$ cat config.mk
export PLATFORM = sky130hd
export DESIGN_NAME = gd_sid_player
export DESIGN_NICKNAME = d
export VERILOG_FILES = /design/src/rtl/gd_sid_pkg.sv /design/src/rtl/gd_cmd_fifo.sv /design/src/rtl/gd_sid_player.sv
export SDC_FILE = /design/constraint.sdc
export NUM_CORES = 1
export LEC_CHECK = 0
export ABC_AREA = 1
export CAP_MARGIN = 20
export CORE_MARGIN = 5
export CORE_UTILIZATION = 45
export CTS_CLUSTER_SIZE = 25
export DETAILED_ROUTE_END_ITERATION = 8
export PLACE_DENSITY = 0.59
export SLEW_MARGIN = 15
export SYNTH_ARGS = -nofsm -noshare
export SYNTH_HDL_FRONTEND = slang
export SYNTH_SLANG_ARGS = --single-unit
$ cat constraint.sdc
create_clock -name vga_clk -period 8.8 [get_ports vga_clk]
set_input_delay 1.76 -clock vga_clk [delete_from_list [all_inputs] [get_ports vga_clk]]
set_output_delay 1.76 -clock vga_clk [all_outputs]
set_load 0.1 [all_outputs]
$ cat src/rtl/gd_sid_pkg.sv
`default_nettype none
// +----------------------------------------------------------------------------+
// | Module   : gd_sid_pkg                                                      |
// | Brief    : Shared constants, command field positions and FSM state type    |
// |            for the SID command player.                                     |
// | Revision : 1.0                                                             |
// +----------------------------------------------------------------------------+
package gd_sid_pkg;

  // Upper 10 address bits of the two SID windows ($D400 and $D420 in 15-bit space)
  localparam logic [9:0] C_SID_BASE0 = 10'b1010100000;
  localparam logic [9:0] C_SID_BASE1 = 10'b1010100001;

  localparam int C_OP_BIT  = 15;
  localparam int C_SEL_BIT = 13;
  localparam int C_IDX_MSB = 12;
  localparam int C_IDX_LSB = 8;

  typedef enum logic [1:0] {
    ST_IDLE   = 2'd0,
    ST_DECODE = 2'd1,
    ST_WRITE  = 2'd2,
    ST_WAIT   = 2'd3
  } sid_state_t;

  function automatic logic [14:0] sid_addr(input logic sel, input logic [4:0] idx);
    return {(sel ? C_SID_BASE1 : C_SID_BASE0), idx};
  endfunction

endpackage
`default_nettype wire

$ cat src/rtl/gd_cmd_fifo.sv
`default_nettype none
// +----------------------------------------------------------------------------+
// | Module   : gd_cmd_fifo                                                     |
// | Brief    : Synchronous first-word-fall-through command FIFO with level.    |
// | Revision : 1.0                                                             |
// +----------------------------------------------------------------------------+
module gd_cmd_fifo #(
  parameter int DEPTH = 16,
  parameter int WIDTH = 16
) (
  input  logic                     vga_clk,
  input  logic                     rst_n,
  input  logic                     flush,
  input  logic                     push,
  input  logic                     pop,
  input  logic [WIDTH-1:0]         wr_data,
  output logic [WIDTH-1:0]         rd_data,
  output logic                     empty,
  output logic                     full,
  output logic [$clog2(DEPTH):0]   level
);

  localparam int AW = $clog2(DEPTH);
  localparam logic [AW:0] C_FULL_LEVEL = (AW+1)'(DEPTH);

  logic [WIDTH-1:0] r_mem [DEPTH];
  logic [AW-1:0]    r_wr_ptr;
  logic [AW-1:0]    r_rd_ptr;
  logic [AW:0]      r_level;
  logic             w_push;
  logic             w_pop;

  // Flush discards anything offered or requested in the same cycle
  assign w_push = push && !full  && !flush;
  assign w_pop  = pop  && !empty && !flush;

  always_ff @(posedge vga_clk) begin
    if (w_push) r_mem[r_wr_ptr] <= wr_data;
  end

  always_ff @(posedge vga_clk or negedge rst_n) begin
    if (!rst_n) begin
      r_wr_ptr <= '0;
      r_rd_ptr <= '0;
      r_level  <= '0;
    end else if (flush) begin
      r_wr_ptr <= '0;
      r_rd_ptr <= '0;
      r_level  <= '0;
    end else begin
      if (w_push) r_wr_ptr <= r_wr_ptr + AW'(1);
      if (w_pop)  r_rd_ptr <= r_rd_ptr + AW'(1);
      if (w_push && !w_pop)      r_level <= r_level + (AW+1)'(1);
      else if (!w_push && w_pop) r_level <= r_level - (AW+1)'(1);
    end
  end

  assign rd_data = r_mem[r_rd_ptr];
  assign empty   = (r_level == '0);
  assign full    = (r_level == C_FULL_LEVEL);
  assign level   = r_level;

endmodule
`default_nettype wire

$ cat src/rtl/gd_sid_player.sv
`default_nettype none
// +----------------------------------------------------------------------------+
// | Module   : gd_sid_player                                                   |
// | Brief    : Plays queued SID register writes and tick-based waits onto the  |
// |            SID bus. Define GD_SID_PLAYER_DUAL_EN for dual-SID addressing.  |
// | Revision : 1.0                                                             |
// +----------------------------------------------------------------------------+
module gd_sid_player
  import gd_sid_pkg::*;
#(
  parameter int FIFO_DEPTH = 16,
  parameter int TICK_DIV   = 64
) (
  input  logic                          vga_clk,
  input  logic                          rst_n,
  input  logic                          cmd_valid,
  output logic                          cmd_ready,
  input  logic [15:0]                   cmd_data,
  input  logic                          flush,
  input  logic                          host_wr,
  output logic                          mem_wr,
  output logic [14:0]                   mem_w_addr,
  output logic [7:0]                    mem_data_wr,
  output logic [$clog2(FIFO_DEPTH):0]   fifo_level,
  output logic                          busy
);

  localparam int LW = $clog2(FIFO_DEPTH);
  localparam int PW = (TICK_DIV > 1) ? $clog2(TICK_DIV) : 1;
  localparam logic [PW-1:0] C_PRESC_MAX = PW'(TICK_DIV - 1);

  sid_state_t  r_state;
  logic [PW-1:0] r_presc;
  logic [14:0] r_wait;
  logic        r_mem_wr;
  logic [14:0] r_addr;
  logic [7:0]  r_data;

  logic [15:0] w_head;
  logic        w_empty;
  logic        w_full;
  logic [LW:0] w_level;
  logic        w_pop;
  logic        w_tick;
  logic        w_sel;
  logic        w_more_after_pop;

  assign w_pop = (r_state == ST_DECODE);

  gd_cmd_fifo #(
    .DEPTH (FIFO_DEPTH),
    .WIDTH (16)
  ) u_fifo (
    .vga_clk (vga_clk),
    .rst_n   (rst_n),
    .flush   (flush),
    .push    (cmd_valid),
    .pop     (w_pop),
    .wr_data (cmd_data),
    .rd_data (w_head),
    .empty   (w_empty),
    .full    (w_full),
    .level   (w_level)
  );

`ifdef GD_SID_PLAYER_DUAL_EN
  assign w_sel = w_head[C_SEL_BIT];
`else
  assign w_sel = 1'b0;
`endif

  assign w_tick           = (r_presc == C_PRESC_MAX);
  assign w_more_after_pop = (w_level > (LW+1)'(1));

  always_ff @(posedge vga_clk or negedge rst_n) begin
    if (!rst_n) begin
      r_presc <= '0;
    end else if (w_tick) begin
      r_presc <= '0;
    end else begin
      r_presc <= r_presc + PW'(1);
    end
  end

  // The write strobe is registered, so it appears the cycle after WRITE sees the bus free
  always_ff @(posedge vga_clk or negedge rst_n) begin
    if (!rst_n) begin
      r_state  <= ST_IDLE;
      r_wait   <= '0;
      r_mem_wr <= 1'b0;
      r_addr   <= '0;
      r_data   <= '0;
    end else begin
      r_mem_wr <= 1'b0;
      if (flush) begin
        r_state <= ST_IDLE;
        r_wait  <= '0;
      end else begin
        case (r_state)
          ST_IDLE: begin
            if (!w_empty) r_state <= ST_DECODE;
          end
          ST_DECODE: begin
            if (w_empty) begin
              r_state <= ST_IDLE;
            end else if (!w_head[C_OP_BIT]) begin
              r_addr  <= sid_addr(w_sel, w_head[C_IDX_MSB:C_IDX_LSB]);
              r_data  <= w_head[7:0];
              r_state <= ST_WRITE;
            end else if (w_head[14:0] != '0) begin
              r_wait  <= w_head[14:0];
              r_state <= ST_WAIT;
            end else begin
              r_state <= w_more_after_pop ? ST_DECODE : ST_IDLE;
            end
          end
          ST_WRITE: begin
            if (!host_wr) begin
              r_mem_wr <= 1'b1;
              r_state  <= w_empty ? ST_IDLE : ST_DECODE;
            end
          end
          ST_WAIT: begin
            if (r_wait == '0) begin
              r_state <= w_empty ? ST_IDLE : ST_DECODE;
            end else if (w_tick) begin
              r_wait <= r_wait - 15'(1);
            end
          end
          default: r_state <= ST_IDLE;
        endcase
      end
    end
  end

  assign cmd_ready   = !w_full;
  assign mem_wr      = r_mem_wr;
  assign mem_w_addr  = r_addr;
  assign mem_data_wr = r_data;
  assign fifo_level  = w_level;
  assign busy        = (r_state != ST_IDLE) || !w_empty;

endmodule
`default_nettype wire

==> impl_metrics.py, run 1 <==
metrics = {
    "yosys": {
        "synthTopCellsByCount": "418 x nand2_1, 256 x edfxtp_1, 150 x nor2_1",
        "ys_dominant_reg_cell": "edfxtp_1",
        "syn_inst": 1289,
        "synth_edf_count": 256,
        "synth_area_per_cell_um2": 10.4,
        "synthArstFlopShare_pct": 16.6,
        "yosysMostFrequentCell": "nand2_1",
        "synthTopCellsByArea": "edfxtp_1 58%, nand2_1 12%, dfrtp_1 9.6%, nor2_1 4.2%, nand3_1 3.8%",
        "yosysTopAreaCell": "edfxtp_1",
        "synth-seq-area-share_pct": 67.1,
        "ys_types": 38,
        "syn-cell-area_um2": 13400,
        "synth_top_area_share_pct": 57.6,
        "ys_warn_count": 0,
        "ys_ff_latch": 307,
    },
    "route": {
        "drt_iter0_markers": 731,
        "avgRoutedWirePerCell_um": 18.5,
        "ant_nets": 0,
        "post-route-drc-count": 0,
        "vias": 9082,
        "first_pass_iters": 5,
        "drt-total-wl_mm": 32.2,
        "avgViaCountPerCell": 5.22,
    },
    "finish": {
        "drive_gt1_share_pct": 7.48,
        "final_core_util_pct": 51.7,
        "areaGrowthSynthToFinish_pct": 14.2,
        "instances_no_fill": 1740,
        "final_nets": 1357,
        "antennaDiodeCount": 0,
    },
    "floorplan": {
        "die_y_um": 182,
        "core_area_um2": 29500,
        "initial_utilization_pct": 45.3,
        "chipWidth_um": 182,
        "ios": 52,
        "rows": 63,
        "die-area_um2": 33200,
    },
    "worst_setup_path": {
        "cpMostUsedCell": "inv_1",
        "crit_arrival_ns": 2.72,
        "cp_data_required_time_ns": 7.04,
        "cp-end-kind": "output pin",
        "crit_path_cell_trace": "inv_1 -> ha_1 -> nand3_1 -> nor3_1 -> inv_1 -> clkdlybuf4s50_1",
        "reg2reg_from": "u_fifo.r_rd_ptr[0]",
        "crit_start": "u_fifo.level[0]",
        "start_kind": "flop",
        "slowest_delay_ns": 0.97,
        "criticalPathCategory": "reg -> out",
        "crit_path_max_fanout": 6,
        "cp_slowest_cell": "clkdlybuf4s50_1",
    },
    "sta": {
        "holdWs_ns": 0.463,
        "relSlewSlack_pct": 28.6,
        "tightestPinTransition_ns": 1.07,
        "hold_viol": 0,
        "setup_viol": 0,
        "finalMaxSlewViolations": 0,
        "grt_setup_unrepaired": "no",
        "fin_crit_ns": 4.48,
        "fmax_mhz": 223,
        "period_share_pct": 50.9,
        "finalClockSkew_ns": 0.0167,
        "tns_ns": 0,
    },
    "clocking": {
        "post_cts_resized": 0,
        "clk_path_buf_depth": 3,
        "root_buffer": "clkbuf_16",
        "post-cts-setup-buffers": 0,
        "cts-hold-fix-buffers": 0,
        "clock_latency_ns": 0.51,
        "cts_tree": "built",
        "numClockSinks": 307,
        "cts_max_level": 2,
        "cts.clk_slew.worst_paths_ns": 0.06,
        "cts_inserted_buffers": 36,
    },
    "power_and_ir_drop": {
        "leakage_nw": 5.91,
        "vdd_drop_max_uv": 215,
        "power_density_nw_per_um2": 311,
        "power_mw": 4.74,
    },
    "run_status": {
        "outcome": "completed",
    },
    "hold_path": {
        "min_from": "r_presc[0]",
        "hp-class": "reg -> reg",
    },
    "place": {
        "hpwl_mm": 18.3,
        "finalWeightedCongestion": 0.818,
        "port_buffers": 44,
        "placedCellCount": 1677,
    },
    "global_route": {
        "grt_pass1_vias": 8763,
        "grt_max_degree": 86,
        "grt_pass1_wl_mm": 49.9,
        "grt.overflow.total": 0,
        "gr-usage-all-layers_pct": 19.3,
        "antenna_found_initial": 0,
    },
    "job": {
        "drv_cap": 0,
    },
}
-- registers in the layout, indices dropped and copies added, names as in the netlist --
signal           count
mem_wr               1
u_fifo.r_mem       256
r_state              2
r_presc              6
u_fifo.level         5
r_wait              15
u_fifo.r_rd_ptr      4
mem_w_addr           6
u_fifo.r_wr_ptr      4
mem_data_wr          8
-- worst max-delay path, delay by kind of cell (launching register included) --
family                   cells  cell delay, ns
adder cells (fa/ha/maj)      1            0.20
buffers and inverters        3            1.23
flip-flops                   1            0.42
AND/OR/NAND/NOR              2            0.36
-- cell usage in the layout, fill, tap and decap left out, types with 6 or more instances in the layout --
cell / Yosys / routed
clkinv_2: 1 / 10
xor2_1: 7 / 7
clkbuf_16: 0 / 37
inv_1: 60 / 60
nand2_1: 418 / 418
o21ai_0: 50 / 50
nor2_1: 150 / 142
o211ai_1: 8 / 8
clkbuf_1: 15 / 7
buf_4: 10 / 16
nor2_2: 1 / 9
a21oi_1: 34 / 34
clkdlybuf4s50_1: 0 / 43
nor3_2: 0 / 8
clkinv_1: 1 / 6
ha_1: 11 / 11
o21ai_1: 6 / 6
edfxtp_1: 256 / 256
nand4_1: 16 / 16
conb_1: 1 / 7
nand3_1: 102 / 102
dfrtp_1: 51 / 50
-- final cells by class --
cell class | instances | area [µm²]
Clock buffer | 44 | 952
Clock inverter | 19 | 175
Sequential cell | 307 | 8970
Fill cell | 2672 | 14200
Timing Repair Buffer | 60 | 556
Tap cell | 390 | 488
Inverter | 65 | 246
Multi-Input combinational cell | 855 | 3860
-- logic make-up after synthesis --
group / share of synthesized area [%]
XOR/XNOR: 0.721
buffers and inverters: 4.59
adder cells (fa/ha/maj): 1.03
AO/OA/AOI/OAI: 4.59
flip-flops: 67.1
AND/OR/NAND/NOR: 21.9
other: 0.0281
-- final timing paths --
path / endpoint / slack (ns) / depth (start not counted)
worst max-delay path: busy / 4.32 / 6
min in group asynchronous: mem_data_wr[0] / 1.38 / 2
worst min register to register: r_presc[0] / 0.46 / 1
max in group asynchronous: u_fifo.r_rd_ptr[0] / 6.91 / 2
worst min-delay path: r_presc[0] / 0.46 / 1
worst max register to register: r_wait[2] / 5.08 / 14
-- report_power, final --
part / internal [mW] / total [mW] / leakage [nW] / switching [mW]
sequential: 1.67 / 1.75 / 2.97 / 0.0814
combinational: 0.410 / 1.57 / 2.38 / 1.16
clock: 0.858 / 1.42 / 0.559 / 0.566
total: 2.93 / 4.74 / 5.91 / 1.81
-- per-layer routing --
layer | wire [µm] | vias up | GRT usage [%]
met2 | 15500 | 260 | 32.1
li1 | - | 4402 | -
met4 | 772 | 0 | 5.37
met1 | 14100 | 4361 | 26.6
met3 | 1730 | 59 | 2.83
met5 | 0 | - | 0
-- metrics by stage --
step                      worst slack, ns  area, µm²
after floorplan                      4.33      13400
after global placement               4.34      14100
after detailed placement             4.27      14100
after CTS                            4.30      15200
after global routing                 4.12      15200
final                                4.32      15200
No activity file was read; power rests on OpenSTA's default activity.
==> run 2, diff against run 1 <==
==> constraint.sdc (replaced) <==
create_clock -name vga_clk -period 4.2 [get_ports vga_clk]
set_input_delay 0.84 -clock vga_clk [delete_from_list [all_inputs] [get_ports vga_clk]]
set_output_delay 0.84 -clock vga_clk [all_outputs]
set_load 0.1 [all_outputs]
==> run 2 against run 1 <==
Effect of this change: setup slack worse by 3.6 ns; power grew 100%; core utilization rose by 0.16 points; combinational power is 110% higher; sequential share of layout area shrank 0.18 points.
==> impl_metrics.py, run 2 (synthesized netlist as in run 1, its figures left out) <==
metrics = {
    "route": {
        "first_pass_iters": 5,
        "drt_iter0_markers": 787,
        "post-route-drc-count": 0,
        "ant_nets": 0,
        "avgViaCountPerCell": 5.20,
        "drt-total-wl_mm": 32.6,
        "vias": 9083,
        "avgRoutedWirePerCell_um": 18.6,
    },
    "clocking": {
        "root_buffer": "clkbuf_16",
        "post_cts_resized": 0,
        "post-cts-setup-buffers": 0,
        "cts_inserted_buffers": 34,
        "numClockSinks": 307,
        "clk_path_buf_depth": 3,
        "cts.clk_slew.worst_paths_ns": 0.06,
        "cts_max_level": 2,
        "clock_latency_ns": 0.50,
        "cts_tree": "built",
        "cts-hold-fix-buffers": 0,
    },
    "job": {
        "drv_cap": 0,
    },
    "floorplan": {
        "die-area_um2": 33200,
        "ios": 52,
        "die_y_um": 182,
        "rows": 63,
        "core_area_um2": 29500,
        "initial_utilization_pct": 45.3,
        "chipWidth_um": 182,
    },
    "finish": {
        "drive_gt1_share_pct": 7.74,
        "multi_input_area_um2": 3890,
        "layout_common_cells": "418 x nand2_1, 256 x edfxtp_1, 142 x nor2_1",
        "stdcell_area_um2": 15300,
        "fillers": 2565,
        "final_nets": 1367,
        "max_flop_register": "u_fifo.r_mem",
        "antennaDiodeCount": 0,
        "largest_reg_flops": 256,
        "final_common_cell": "nand2_1",
        "final_core_util_pct": 51.9,
        "regArea_um2": 8970,
        "areaGrowthSynthToFinish_pct": 14.5,
    },
    "sta": {
        "relSlewSlack_pct": 34.4,
        "period_share_pct": 83.9,
        "finalClockSkew_ns": 0.0101,
        "finalMaxSlewViolations": 0,
        "setup_viol": 0,
        "fin_crit_ns": 3.53,
        "hold_viol": 0,
        "tightestPinTransition_ns": 0.981,
        "holdWs_ns": 0.227,
        "grt_setup_unrepaired": "no",
        "fmax_mhz": 284,
    },
    "worst_setup_path": {
        "cp_data_required_time_ns": 3.36,
        "crit_path_max_fanout": 6,
        "start_kind": "flop",
        "cp-end-kind": "output pin",
        "crit_arrival_ns": 2.69,
        "criticalPathCategory": "reg -> out",
    },
    "place": {
        "hpwl_mm": 19.8,
        "port_buffers": 44,
        "placed_area_um2": 14300,
        "finalWeightedCongestion": 0.849,
    },
    "global_route": {
        "antenna_found_initial": 0,
        "grt_pass1_wl_mm": 50.6,
        "grt_pass1_vias": 8818,
        "grt_max_degree": 97,
        "gr-usage-all-layers_pct": 19.6,
        "grt.overflow.total": 0,
    },
    "power_and_ir_drop": {
        "vdd_drop_max_uv": 313,
        "power_density_nw_per_um2": 635,
        "leakage_nw": 5.95,
    },
    "run_status": {
        "outcome": "completed",
    },
    "hold_path": {
        "hp-class": "in -> async",
    },
}
-- run 2: cell types whose count changed in the layout (fill, tap and decap cells not counted), moves of 2 or more --
cell | before | now
nor3_4 | 0 | 4
bufinv_16 | 3 | 1
clkinv_2 | 10 | 6
clkbuf_16 | 37 | 35
nor3_2 | 8 | 4
buf_4 | 16 | 24
buf_12 | 0 | 4
-- run 2: worst paths after layout --
path                                           end  slack (ns)  cells past startpoint               start
worst min-delay path                mem_data_wr[1]        0.23                      1               rst_n
worst max register to register           r_wait[4]        1.10                     10  u_fifo.r_rd_ptr[0]
worst max-delay path                          busy        0.67                      6     u_fifo.level[0]
worst min register to register          r_presc[0]        0.46                      1          r_presc[0]
max in group asynchronous       u_fifo.r_rd_ptr[0]        3.48                      2               rst_n
min in group vga_clk                    r_presc[0]        0.46                      1          r_presc[0]
-- run 2: final cells by class --
| class | count | area share, % |
|---|---|---|
| clock buffer | 44 | 6.01 |
| clock inverter | 13 | 0.589 |
| inverter | 65 | 1.61 |
| multi-input combinational | 855 | 25.4 |
| sequential | 307 | 58.6 |
| tap | 390 | 3.19 |
| timing repair buffer | 72 | 4.55 |
-- run 2: layer usage --
metal / wire (µm) / track usage [%] / vias up
met5: 0 / 0 / -
met4: 1050 / 6.87 / 0
met3: 1640 / 2.49 / 61
met2: 15600 / 32.4 / 273
met1: 14300 / 27.0 / 4328
li1: - / - / 4421
-- run 2: power by group --
| group | internal, mW | switching, mW | total, mW |
|---|---|---|---|
| registers | 3.49 | 0.225 | 3.71 |
| clock network | 1.60 | 1.13 | 2.73 |
| logic | 0.886 | 2.38 | 3.27 |
| total | 5.97 | 3.74 | 9.71 |
-- run 2: critical path, cell delays in order (launching register included) --
cell             delay (ns)
dfrtp_1                0.40
inv_1                  0.13
ha_1                   0.23
nand3_1                0.14
nor3_1                 0.07
inv_1                  0.07
clkdlybuf4s50_1        1.13
-- run 2: stage by stage --
step                setup TNS, ns  worst slack (ns)  power [mW]  std cells
floorplan                  -17.47            -0.273        6.19       1295
global placement                0              1.01        7.01       1688
detailed placement              0             0.985        7.03       1688
CTS                             0             0.646        9.77       1745
global route                    0             0.529        10.2       1746
finish                          0             0.674        9.71       1746
==> run 3, diff against run 2 <==
--- a/config.mk
+++ b/config.mk
@@ -11,7 +11,7 @@
 export CORE_UTILIZATION = 45
 export CTS_CLUSTER_SIZE = 25
 export DETAILED_ROUTE_END_ITERATION = 8
-export PLACE_DENSITY = 0.59
+export PLACE_DENSITY = 0.61
 export SLEW_MARGIN = 15
 export SYNTH_ARGS = -nofsm -noshare
 export SYNTH_HDL_FRONTEND = slang
==> constraint.sdc (replaced) <==
create_clock -name vga_clk -period 2.85 [get_ports vga_clk]
set_input_delay 0.57 -clock vga_clk [delete_from_list [all_inputs] [get_ports vga_clk]]
set_output_delay 0.57 -clock vga_clk [all_outputs]
set_load 0.1 [all_outputs]
==> run 3 against run 2 <==
Effect of this change: global-route usage about the same; clock power up 53%; setup slack worse by 0.47 ns; die area unchanged; register-to-register slack worse by 0.86 ns; clock skew up 0.0043 ns; power up 50%; critical endpoint unchanged; largest cell class unchanged.
==> impl_metrics.py, run 3 (synthesized netlist as in run 1, its figures left out) <==
metrics = {
    "run_status": {
        "outcome": "completed",
    },
    "clocking": {
        "cts.clk_slew.worst_paths_ns": 0.06,
        "clk_path_buf_depth": 3,
        "numClockSinks": 307,
        "cts_tree": "built",
        "cts_max_level": 2,
        "cts_inserted_buffers": 34,
        "clock_latency_ns": 0.51,
        "root_buffer": "clkbuf_16",
    },
    "worst_setup_path": {
        "cp_data_required_time_ns": 2.28,
        "crit_path_max_fanout": 6,
        "cp_top_family": "flip-flops",
        "criticalPathCategory": "reg -> out",
        "crit_path_cell_trace": "inv_1 -> ha_1 -> nand3_1 -> nor3_2 -> inv_1 -> buf_4",
        "cp_slowest_cell": "dfrtp_4",
        "cpMostUsedCell": "inv_1",
        "path_buf_inv": 3,
        "cp-end-kind": "output pin",
        "slowest_delay_ns": 0.49,
        "start_kind": "flop",
        "crit_arrival_ns": 2.08,
    },
    "route": {
        "first_pass_iters": 5,
        "drt_iter0_markers": 763,
        "post-route-drc-count": 0,
        "avgViaCountPerCell": 5.20,
        "avgRoutedWirePerCell_um": 18.4,
        "vias": 9212,
        "drt-total-wl_mm": 32.5,
        "ant_nets": 0,
    },
    "finish": {
        "drive_gt1_share_pct": 11.7,
        "final_core_util_pct": 52.9,
        "max_flop_register": "u_fifo.r_mem",
        "largest_reg_flops": 256,
        "antennaDiodeCount": 0,
        "final_common_cell": "nand2_1",
        "layout_common_cells": "418 x nand2_1, 256 x edfxtp_1, 142 x nor2_1",
        "areaGrowthSynthToFinish_pct": 16.8,
        "stdcell_area_um2": 15600,
        "final_nets": 1388,
    },
    "place": {
        "hpwl_mm": 19.0,
        "port_buffers": 44,
        "place_ws_ns": 0.0428,
        "placed_area_um2": 14400,
        "finalWeightedCongestion": 0.830,
    },
    "sta": {
        "hold_viol": 0,
        "fin_ws_ns": 0.204,
        "fmax_mhz": 378,
        "period_share_pct": 92.9,
        "fin_crit_ns": 2.65,
        "finalMaxSlewViolations": 0,
        "setup_viol": 0,
        "relSlewSlack_pct": 54.3,
        "finalClockSkew_ns": 0.0144,
        "tns_ns": 0,
        "grt_setup_unrepaired": "no",
        "tightestPinTransition_ns": 0.685,
    },
    "power_and_ir_drop": {
        "leakage_nw": 6.17,
        "vdd_drop_max_uv": 557,
        "power_density_nw_per_um2": 935,
    },
    "floorplan": {
        "rows": 63,
        "die_y_um": 182,
        "ios": 52,
        "initial_utilization_pct": 45.3,
        "die-area_um2": 33200,
        "chipWidth_um": 182,
        "core_area_um2": 29500,
    },
    "global_route": {
        "antenna_found_initial": 0,
        "grt_pass1_vias": 8869,
        "grt_pass1_wl_mm": 50.9,
        "grt.overflow.total": 0,
        "grt_max_degree": 70,
        "gr-usage-all-layers_pct": 19.6,
    },
    "hold_path": {
        "hp-class": "in -> async",
    },
    "job": {
        "drv_cap": 0,
    },
}
-- run 3: metal layers --
layer / global-route usage, % / up-vias / part of all wire (%)
li1: - / 4461 / -
met1: 28.1 / 4400 / 45
met2: 31.2 / 292 / 46
met3: 2.91 / 59 / 6.3
met4: 5.88 / 0 / 2.4
met5: 0 / - / 0
-- run 3: area by class of cell --
class | instances | area, µm²
Clock buffer | 49 | 958
Sequential cell | 307 | 8980
Tap cell | 390 | 488
Multi-Input combinational cell | 855 | 3940
Fill cell | 2576 | 13900
Inverter | 65 | 246
Clock inverter | 11 | 106
Timing Repair Buffer | 93 | 881
-- run 3: worst paths after layout --
path / cells past startpoint / start / endpoint / slack [ns]
worst max-delay path: 6 / u_fifo.level[1] / busy / 0.20
min in group vga_clk: 1 / r_presc[0] / r_presc[0] / 0.46
max in group asynchronous: 2 / rst_n / u_fifo.level[0] / 2.12
worst min-delay path: 2 / rst_n / mem_w_addr[2] / 0.19
worst max register to register: 15 / u_fifo.r_rd_ptr[1] / r_wait[9] / 0.24
worst min register to register: 1 / r_presc[0] / r_presc[0] / 0.46
-- run 3: power by group --
part | internal (mW) | total, mW | leakage, nW | switching, mW
Clock | 2.52 | 4.19 | 0.525 | 1.67
Sequential | 5.15 | 5.41 | 2.96 | 0.261
Combinational | 1.38 | 4.98 | 2.68 | 3.60
-- run 3: worst reg2reg max path, stage by stage (launching register included) --
cell	delay [ns]
dfrtp_2	0.51
nand2_2	0.12
clkinv_2	0.15
buf_4	0.25
nand2_1	0.07
a21oi_1	0.13
nor2_1	0.05
nand2_1	0.05
nand2_1	0.22
nor2_1	0.22
nand2_1	0.11
nor2_4	0.13
nand3_4	0.16
buf_4	0.20
nand4_1	0.07
nand2_1	0.07
-- run 3: repair_timing --
| item | CTS | global route |
|---|---|---|
| buffers inserted | 0 | 8 |
| endpoints found under the hold margin | 0 | 0 |
| resized for setup | 0 | 3 |
| endpoints found under the setup margin | 0 | 16 |
| hold buffers | 0 | 0 |
-- run 3: per-stage QoR --
step	hold slack (ns)	instances	power, mW
2_1_floorplan	0.274	1295	9.16
3_3_place_gp	0.449	1702	10.4
3_5_place_dp	0.458	1702	10.4
4_1_cts	0.222	1762	14.6
5_1_grt	0.255	1770	15.4
6_report	0.195	1770	14.6
